File: src/rtl/keypad_scan_ctrl.sv
// Column-scanning sequencer for the 4x4 PMOD keypad.
// Emits debounced single-key events with a hex code.
module keypad_scan_ctrl #(
  parameter int SETTLE_CYCLES  = 1000,
  parameter int DEBOUNCE_SCANS = 4
) (
  input  logic       clock,
  input  logic       rst_n,
  input  logic       scan_en,
  input  logic [3:0] row_in,
  output logic [3:0] col_out,
  output logic [3:0] key_code,
  output logic       key_valid,
  output logic       key_held,
  output logic       ghost
);

  typedef enum logic [1:0] {
    IDLE, DRIVE, SAMPLE, EVAL
  } state_t;

  typedef enum logic [1:0] {
    C_NONE, C_SINGLE, C_MULTI
  } cls_t;

  localparam logic [15:0] SETTLE_LAST =
    16'(SETTLE_CYCLES - 1);
  localparam logic [3:0] DEB = 4'(DEBOUNCE_SCANS);

  // Nibble i holds the code for sweep bit i = col*4+row
  localparam logic [63:0] KEY_MAP = {
    4'hD, 4'hC, 4'hB, 4'hA,
    4'hE, 4'h9, 4'h6, 4'h3,
    4'hF, 4'h8, 4'h5, 4'h2,
    4'h0, 4'h7, 4'h4, 4'h1
  };

  state_t      state_q, state_d;
  logic [1:0]  col_q, col_d;
  logic [15:0] cnt_q, cnt_d;
  logic [15:0] sweep_q, sweep_d;
  cls_t        pcls_q, pcls_d;
  logic [3:0]  pcode_q, pcode_d;
  logic [3:0]  deb_q, deb_d;
  logic [3:0]  code_q, code_d;
  logic        valid_q, valid_d;
  logic        held_q, held_d;
  logic        ghost_q, ghost_d;
  logic [3:0]  row_s1, row_s2;

  cls_t        cls;
  logic [3:0]  code;
  logic [4:0]  ones;
  logic [3:0]  idx;
  logic        match;
  logic        accept;
  logic [3:0]  deb_next;

  always_comb begin
    ones = 5'd0;
    idx  = 4'd0;
    for (int i = 0; i < 16; i++) begin
      if (sweep_q[i]) begin
        ones = ones + 5'd1;
        idx  = 4'(i);
      end
    end
    cls  = C_NONE;
    code = 4'h0;
    if (ones == 5'd1) begin
      cls  = C_SINGLE;
      code = KEY_MAP[{idx, 2'b00} +: 4];
    end else if (ones != 5'd0) begin
      cls = C_MULTI;
    end
  end

  always_comb begin
    match = (deb_q != 4'd0) && (cls == pcls_q)
         && (code == pcode_q);
    if (!match)
      deb_next = 4'd1;
    else if (deb_q == 4'hF)
      deb_next = 4'hF;
    else
      deb_next = deb_q + 4'd1;
    accept = (deb_next == DEB)
          && (!match || deb_q < DEB);
  end

  always_comb begin
    state_d = state_q;
    col_d   = col_q;
    cnt_d   = cnt_q;
    sweep_d = sweep_q;
    pcls_d  = pcls_q;
    pcode_d = pcode_q;
    deb_d   = deb_q;
    code_d  = code_q;
    valid_d = 1'b0;
    held_d  = held_q;
    ghost_d = ghost_q;
    if (state_q != IDLE && !scan_en) begin
      state_d = IDLE;
      col_d   = 2'd0;
      cnt_d   = 16'd0;
      sweep_d = 16'd0;
      pcls_d  = C_NONE;
      pcode_d = 4'h0;
      deb_d   = 4'd0;
      held_d  = 1'b0;
      ghost_d = 1'b0;
    end else begin
      unique case (state_q)
        IDLE: begin
          if (scan_en) begin
            state_d = DRIVE;
            col_d   = 2'd0;
            cnt_d   = 16'd0;
          end
        end
        DRIVE: begin
          if (cnt_q == SETTLE_LAST) begin
            state_d = SAMPLE;
            cnt_d   = 16'd0;
          end else begin
            cnt_d = cnt_q + 16'd1;
          end
        end
        SAMPLE: begin
          sweep_d[{col_q, 2'b00} +: 4] = ~row_s2;
          if (col_q == 2'd3) begin
            state_d = EVAL;
          end else begin
            col_d   = col_q + 2'd1;
            state_d = DRIVE;
          end
        end
        EVAL: begin
          state_d = DRIVE;
          col_d   = 2'd0;
          sweep_d = 16'd0;
          pcls_d  = cls;
          pcode_d = code;
          deb_d   = deb_next;
          if (accept) begin
            if (cls == C_SINGLE) begin
              if (!held_q || code != code_q) begin
                code_d  = code;
                valid_d = 1'b1;
              end
              held_d  = 1'b1;
              ghost_d = 1'b0;
            end else if (cls == C_MULTI) begin
              held_d  = 1'b0;
              ghost_d = 1'b1;
            end else begin
              held_d  = 1'b0;
              ghost_d = 1'b0;
            end
          end
        end
      endcase
    end
  end

  always_ff @(posedge clock or negedge rst_n) begin
    if (!rst_n) begin
      state_q <= IDLE;
      col_q   <= 2'd0;
      cnt_q   <= 16'd0;
      sweep_q <= 16'd0;
      pcls_q  <= C_NONE;
      pcode_q <= 4'h0;
      deb_q   <= 4'd0;
      code_q  <= 4'h0;
      valid_q <= 1'b0;
      held_q  <= 1'b0;
      ghost_q <= 1'b0;
      row_s1  <= 4'hF;
      row_s2  <= 4'hF;
    end else begin
      state_q <= state_d;
      col_q   <= col_d;
      cnt_q   <= cnt_d;
      sweep_q <= sweep_d;
      pcls_q  <= pcls_d;
      pcode_q <= pcode_d;
      deb_q   <= deb_d;
      code_q  <= code_d;
      valid_q <= valid_d;
      held_q  <= held_d;
      ghost_q <= ghost_d;
      row_s1  <= row_in;
      row_s2  <= row_s1;
    end
  end

  assign col_out = (state_q == DRIVE || state_q == SAMPLE)
                 ? ~(4'b0001 << col_q) : 4'b1111;
  assign key_code  = code_q;
  assign key_valid = valid_q;
  assign key_held  = held_q;
  assign ghost     = ghost_q;

endmodule

File: config.mk
export PLATFORM = sky130hd
export DESIGN_NAME = keypad_scan_ctrl
export DESIGN_NICKNAME = d
export VERILOG_FILES = /design/src/rtl/keypad_scan_ctrl.sv
export SDC_FILE = /design/constraint.sdc
export NUM_CORES = 1
export LEC_CHECK = 0
export ABC_CLOCK_PERIOD_IN_PS = 30800
export BUFFER_PORTS_ARGS = -buffer_cell sky130_fd_sc_hd__buf_2
export CAP_MARGIN = 30
export CORE_MARGIN = 2
export CORE_UTILIZATION = 50
export CTS_BUF_LIST = sky130_fd_sc_hd__clkbuf_2
export DETAILED_ROUTE_END_ITERATION = 8
export HOLD_SLACK_MARGIN = 0.02
export PLACE_DENSITY_LB_ADDON = 0.2
export SYNTH_ARGS = -nofsm -noshare
export SYNTH_HDL_FRONTEND = slang
export SYNTH_SLANG_ARGS = --single-unit
File: constraint.sdc
create_clock -name clock -period 30.8 [get_ports clock]
set_clock_uncertainty 0.2 [all_clocks]
set_input_delay 3.08 -clock clock [delete_from_list [all_inputs] [get_ports clock]]
set_output_delay 3.08 -clock clock [all_outputs]
set_load 0.02 [all_outputs]
==> impl_metrics.env, run 1 <==
export IMPL_clock_power_share_pct=12.2
export IMPL_drc_errors=0
export IMPL_root_buffer="clkbuf_2"
export IMPL_gr_total_overflow=0
export IMPL_worstSkewPairLatency_ps=510
export IMPL_initial_utilization_pct=50.59
export IMPL_cts_buffers=9
export IMPL_cp_required_ps=31020
export IMPL_clk_pin_slew_worst_paths_ps=190
export IMPL_cpMostUsedCell="ha_1"
export IMPL_die_w_um=105.5
export IMPL_cp_start_kind="flip-flop"
export IMPL_period_needed_ps=12280
export IMPL_finalHoldViolations=0
export IMPL_synth_fp_nets=636
export IMPL_final_setup_tns_ps=0
export IMPL_seq_area_frac_synth_pct=29.82
export IMPL_switchingPower_uw=232.8
export IMPL_grt_pass1_wl_mm=19.27
export IMPL_ys_async_sr_fraction_pct=100.0
export IMPL_cts_sinks=61
export IMPL_die_height_um=105.5
export IMPL_path_class="flip-flop to flip-flop"
export IMPL_p_int_uw=253.6
export IMPL_drt_iter0_drc=243
export IMPL_dp_hpwl_mm=8.273
export IMPL_post_cts_buffers=0
export IMPL_core_um2=10180
export IMPL_post_drt_wl_per_cell_um=14.54
export IMPL_cts_hold_buf=0
export IMPL_place_congestion=0.8630
export IMPL_rsz0062_at_grt="false"
export IMPL_ys_warn_count=0
export IMPL_cp_end_kind="flip-flop"
export IMPL_area_growth_pct=6.581
export IMPL_antenna_found_initial=1
export IMPL_ys_types=76
export IMPL_detail_route_antenna_nets=0
export IMPL_port_buffer_count=17
export IMPL_status="finished clean"
export IMPL_synthCells=598
export IMPL_vdd_drop_max_mv=0.06486
export IMPL_pwr_share_comb_pct=67.3
export IMPL_avgSynthCellArea_um2=8.616
export IMPL_ys_ff_latch=61
export IMPL_clock_fmax_mhz=81.40
export IMPL_rows=37
export IMPL_p_sw_share_pct=47.86
export IMPL_min_path_type="flip-flop to flip-flop"
export IMPL_slowest_delay_ps=510
export IMPL_grt_pass1_vias=4195
export IMPL_maxCapViolCount=0
export IMPL_power_uw=486.3
export IMPL_layoutNonFillerInstCount=751
export IMPL_cts_tree="built"
export IMPL_drive_above_1_share_pct=11.89
export IMPL_seqPwrFrac_pct=20.5
export IMPL_cp_max_fo=7
export IMPL_grt_max_degree=62
export IMPL_cts_buffer_depth=2
export IMPL_powerDensity_nw_per_um2=88.56
export IMPL_cts_max_level=3
export IMPL_slowest_stage="a21boi_1"
export IMPL_dr_pass1_iters=5
export IMPL_viasPerCell=5.694
export IMPL_die_area_um2=11130
export IMPL_num_vias=4276
export IMPL_setup_viol=0
export IMPL_ios=18
export IMPL_fin_crit_sh_pct=39.89
export IMPL_synth_top_flop_cell="dfrtp_1"
export IMPL_slew_viol_final=0
export IMPL_post_cts_resized=0
export IMPL_syn_area_um2=5152
export IMPL_dp_cells=734
export IMPL_finalWirelength_mm=10.92
export IMPL_grtUsageTotal_pct=20.93
export IMPL_p_leak_nw=2.452
export IMPL_crit_arrival_ps=12500
export IMPL_maxSlewHeadroom_pct=49.48
export IMPL_synth_edf_count=0
export IMPL_num_nets_final=647
export IMPL_tightest_slew_ps=757.8
export IMPL_final_util_pct=53.92
## registers in the layout, indices dropped and copies added, names as in the netlist
signal / count
row_s1: 4
sweep_q: 16
ghost: 1
pcls_q: 2
key_code: 4
state_q: 2
key_held: 1
cnt_q: 16
deb_q: 4
pcode_q: 4
row_s2: 4
col_q: 2
key_valid: 1
## cells in the final DEF, fill, tap and decap left out, drive strengths merged, types with 4 or more instances in the layout
master  count
a21boi      5
a21oi      25
a22o        7
a31oi       5
and2        8
and3        8
buf        18
clkbuf      9
dfrtp      53
dfstp       8
ha         31
inv        24
mux2        8
mux2i       9
nand2      84
nand2b      6
nand3      11
nand3b      5
nand4      19
nor2       50
nor2b       7
nor3        9
nor3b       6
nor4        4
o21a        7
o21ai      57
or2         9
or3         6
xnor2      27
xnor3       8
xor2       22
## kinds of logic after synthesis
| logic type | synth area share (%) |
|---|---|
| buffers and inverters | 3.035 |
| AOI/OAI and AO/OA | 18.60 |
| xor gates and xnor gates | 13.84 |
| DFF | 29.82 |
| and+or+nand+nor | 23.48 |
| muxes | 3.497 |
| adders and majority gates | 7.722 |
## synthesized netlist by cell type, types with 3 or more instances
cell / number / area, um^2
a21boi_0: 3 / 22.52
a21o_1: 3 / 22.52
a21oi_1: 24 / 120.1
a22o_1: 7 / 61.31
a2bb2oi_1: 3 / 26.28
a31oi_1: 5 / 31.28
a41oi_1: 3 / 26.28
and2_1: 7 / 43.79
and3_1: 8 / 50.05
clkbuf_1: 14 / 52.55
dfrtp_1: 53 / 1326
dfstp_2: 8 / 210.2
ha_1: 31 / 387.9
inv_1: 23 / 86.33
mux2_2: 6 / 67.56
mux2i_1: 9 / 90.09
nand2_1: 84 / 315.3
nand2b_1: 6 / 37.54
nand3_1: 11 / 55.05
nand3b_1: 5 / 37.54
nand4_1: 19 / 118.9
nor2_1: 50 / 187.7
nor2b_1: 7 / 43.79
nor3_1: 8 / 40.04
nor3b_1: 6 / 45.04
nor4_1: 4 / 25.02
o21a_1: 7 / 52.55
o21ai_0: 57 / 285.3
o21bai_1: 3 / 22.52
o31ai_1: 3 / 22.52
o32ai_1: 3 / 26.28
or2_2: 8 / 50.05
or3_1: 6 / 37.54
xnor2_1: 24 / 210.2
xnor2_2: 3 / 48.80
xnor3_1: 7 / 157.7
xor2_1: 21 / 183.9
## per-layer routing
layer  global-route usage, %  up-vias  part of all wire (%)
met3                   2.165        8                   2.3
li1                        -     2165                     -
met4                   6.955        0                  0.99
met1                   28.72     2042                    49
met2                   34.70       61                    48
met5                       0        -                     0
## per-stage QoR
stage,worst slack (ps),hold slack (ps),cell area [um^2]
floorplan,19670,145.2,5152
global placement,19140,146.2,5345
detailed placement,18600,149.4,5345
CTS,18530,171.7,5489
global route,17550,178.8,5492
finish,18520,168.8,5492
## power groups by stage
stage / sequential (mW) / combinational (mW) / clock (mW)
floorplan: 0.0964 / 0.264 / 0
global placement: 0.100 / 0.312 / 0
detailed placement: 0.101 / 0.323 / 0
CTS: 0.0995 / 0.326 / 0.0608
global route: 0.101 / 0.371 / 0.0649
finish: 0.0998 / 0.327 / 0.0594
## path summary, 6_finish.rpt
path | startpoint | endpoint | slack, ps | cells after the start
min reg2reg | row_s1[3] | row_s2[3] | 170 | 0
min | row_s1[3] | row_s2[3] | 170 | 0
max in group asynchronous | rst_n | cnt_q[1] | 27390 | 2
max | sweep_q[0] | key_code[2] | 18520 | 55
max reg2reg | sweep_q[0] | key_code[2] | 18520 | 55
min in group asynchronous | rst_n | key_code[3] | 2480 | 2
## worst max-delay path, delay by kind of cell (launching register included)
family                     cells  cell delay, ps
DFF                            1             440
adders and majority gates     14            3920
muxes                          5            1320
AOI/OAI and AO/OA             15            3080
buffers and inverters          3             170
and+or+nand+nor               18            3090
## layout make-up
type                    instances  area (um^2)
inverters                      23        86.33
diodes                          1        2.502
multi-input cells             496         3460
repair buffers                 18        92.59
clock buffers                   9        45.04
clock inverters                 7        98.84
flip-flops and latches         61         1536
fillers                       949         4693
well taps                     136        170.2
Power figures use the tool's default switching activity.
==> inputs of run 2 (changes only) <==
--- a/config.mk
+++ b/config.mk
@@ -5,7 +5,7 @@
 export SDC_FILE = /design/constraint.sdc
 export NUM_CORES = 1
 export LEC_CHECK = 0
-export ABC_CLOCK_PERIOD_IN_PS = 30800
+export ABC_CLOCK_PERIOD_IN_PS = 12580
 export BUFFER_PORTS_ARGS = -buffer_cell sky130_fd_sc_hd__buf_2
 export CAP_MARGIN = 30
 export CORE_MARGIN = 2
==> constraint.sdc (replaced) <==
create_clock -name clock -period 12.58 [get_ports clock]
set_clock_uncertainty 0.2 [all_clocks]
set_input_delay 1.258 -clock clock [delete_from_list [all_inputs] [get_ports clock]]
set_output_delay 1.258 -clock clock [all_outputs]
set_load 0.02 [all_outputs]
==> impl_metrics.env, run 2 (synthesis gave the netlist of run 1 again) <==
export IMPL_clock_power_share_pct=11.9
export IMPL_core_um2=10180
export IMPL_period_needed_ps=11720
export IMPL_finalWirelength_mm=11.01
export IMPL_pwr_share_comb_pct=68.3
export IMPL_fin_area_um2=5547
export IMPL_grtUsageMet2_pct=34.70
export IMPL_mostFrequentLayoutCell="nand2_1"
export IMPL_die_height_um=105.5
export IMPL_ios=18
export IMPL_met3_usage_pct=2.165
export IMPL_setup_viol=0
export IMPL_finalHoldViolations=0
export IMPL_p_leak_nw=2.478
export IMPL_mostFrequentLayoutCells="nand2_1 (84), o21ai_0 (57), dfrtp_1 (53)"
export IMPL_cts_sinks=61
export IMPL_place_congestion=0.8630
export IMPL_slowest_stage="or3b_2"
export IMPL_p_int_uw=648.6
export IMPL_area_growth_pct=7.649
export IMPL_dp_hpwl_mm=8.273
export IMPL_p_sw_share_pct=47.25
export IMPL_worstSkewPairLatency_ps=520
export IMPL_powerDensity_nw_per_um2=221.7
export IMPL_cpMostUsedCell="ha_1"
export IMPL_crit_arrival_ps=11940
export IMPL_cp_max_fo=4
export IMPL_n_fill_cell=946
export IMPL_cp_required_ps=12800
export IMPL_layoutNonFillerInstCount=755
export IMPL_num_nets_final=651
export IMPL_cp_end_kind="flip-flop"
export IMPL_path_class="flip-flop to flip-flop"
export IMPL_vdd_drop_max_mv=0.1609
export IMPL_detail_route_antenna_nets=0
export IMPL_initial_utilization_pct=50.59
export IMPL_status="finished clean"
export IMPL_port_buffer_count=17
export IMPL_cts_max_level=3
export IMPL_cts_buffer_depth=2
export IMPL_drt_iter0_drc=244
export IMPL_dp_cells=734
export IMPL_busiest_layer="met2"
export IMPL_grt_pass1_wl_mm=19.27
export IMPL_clk_pin_slew_worst_paths_ps=190
export IMPL_grtUsageTotal_pct=20.93
export IMPL_root_buffer="clkbuf_2"
export IMPL_die_w_um=105.5
export IMPL_maxSlewHeadroom_pct=49.85
export IMPL_post_drt_wl_per_cell_um=14.59
export IMPL_seqPwrFrac_pct=19.9
export IMPL_cp_start_kind="flip-flop"
export IMPL_num_vias=4314
export IMPL_drc_errors=0
export IMPL_gr_total_overflow=0
export IMPL_antenna_found_initial=1
export IMPL_grt_max_degree=62
export IMPL_slowest_delay_ps=470
export IMPL_slew_viol_final=0
export IMPL_cts_tree="built"
export IMPL_power_mw=1.229
export IMPL_biggestRegsByFlops="cnt_q: 16 flops, sweep_q: 16 flops"
export IMPL_drive_above_1_share_pct=13.27
export IMPL_die_area_um2=11130
export IMPL_switchingPower_uw=580.9
export IMPL_grtUsageMet1_pct=28.72
export IMPL_clock_fmax_mhz=85.32
export IMPL_final_setup_tns_ps=0
export IMPL_setup_ws_ps=859.4
export IMPL_min_path_type="flip-flop to flip-flop"
export IMPL_rows=37
export IMPL_pre_cts_ws_ps=376.0
export IMPL_viasPerCell=5.714
export IMPL_dr_pass1_iters=6
export IMPL_whs_ps=170.0
export IMPL_maxCapViolCount=0
export IMPL_cts_buffers=9
export IMPL_final_util_pct=54.46
export IMPL_tightest_slew_ps=752.2
export IMPL_place_area_um2=5345
export IMPL_grt_pass1_vias=4195
export IMPL_fin_crit_sh_pct=93.17
-- run 2: area by class of cell --
class,count,area [um^2],share of cell area [%]
antenna,1,2.502,0.04512
clock buffer,9,45.04,0.8121
clock inverter,7,98.84,1.782
inverter,23,86.33,1.557
multi-input combinational,496,3485,62.82
sequential,61,1536,27.70
tap,136,170.2,3.068
timing repair buffer,22,122.6,2.211
-- run 2: routing by layer --
metal	wire, um	vias up
li1	-	2172
met1	5310	2066
met2	5284	64
met3	274	12
met4	145	0
met5	0	-
-- run 2: final timing paths --
path,startpoint,end,slack [ps],cells past startpoint
worst max-delay path,sweep_q[0],key_code[2],860,56
worst min-delay path,row_s1[3],row_s2[3],170,0
worst max register to register,sweep_q[0],key_code[2],860,56
worst min register to register,row_s1[3],row_s2[3],170,0
max in group asynchronous,rst_n,state_q[0],11010,2
min in group asynchronous,rst_n,key_code[3],660,2
-- run 2: power by group through the flow --
stage	combinational, mW	sequential, mW	clock, mW
detailed placement	0.791	0.247	0
global placement	0.765	0.246	0
floorplan	0.647	0.236	0
global route	0.946	0.248	0.159
finish	0.839	0.244	0.146
CTS	0.798	0.244	0.149
-- run 2: worst max-delay path: cells and delay by family, from the launching register on --
family / cells / cell delay (ps)
simple gates: 19 / 3160
mux: 4 / 1150
fa+ha+maj: 14 / 3860
buf+inv: 3 / 170
flops: 1 / 440
compound gates: 16 / 2650
-- run 2: what timing repair did --
| item | CTS | global route |
|---|---|---|
| setup buffers | 0 | 4 |
| hold buffers | 0 | 0 |
| endpoints found under the setup margin | 0 | 11 |
| resized for setup | 0 | 6 |
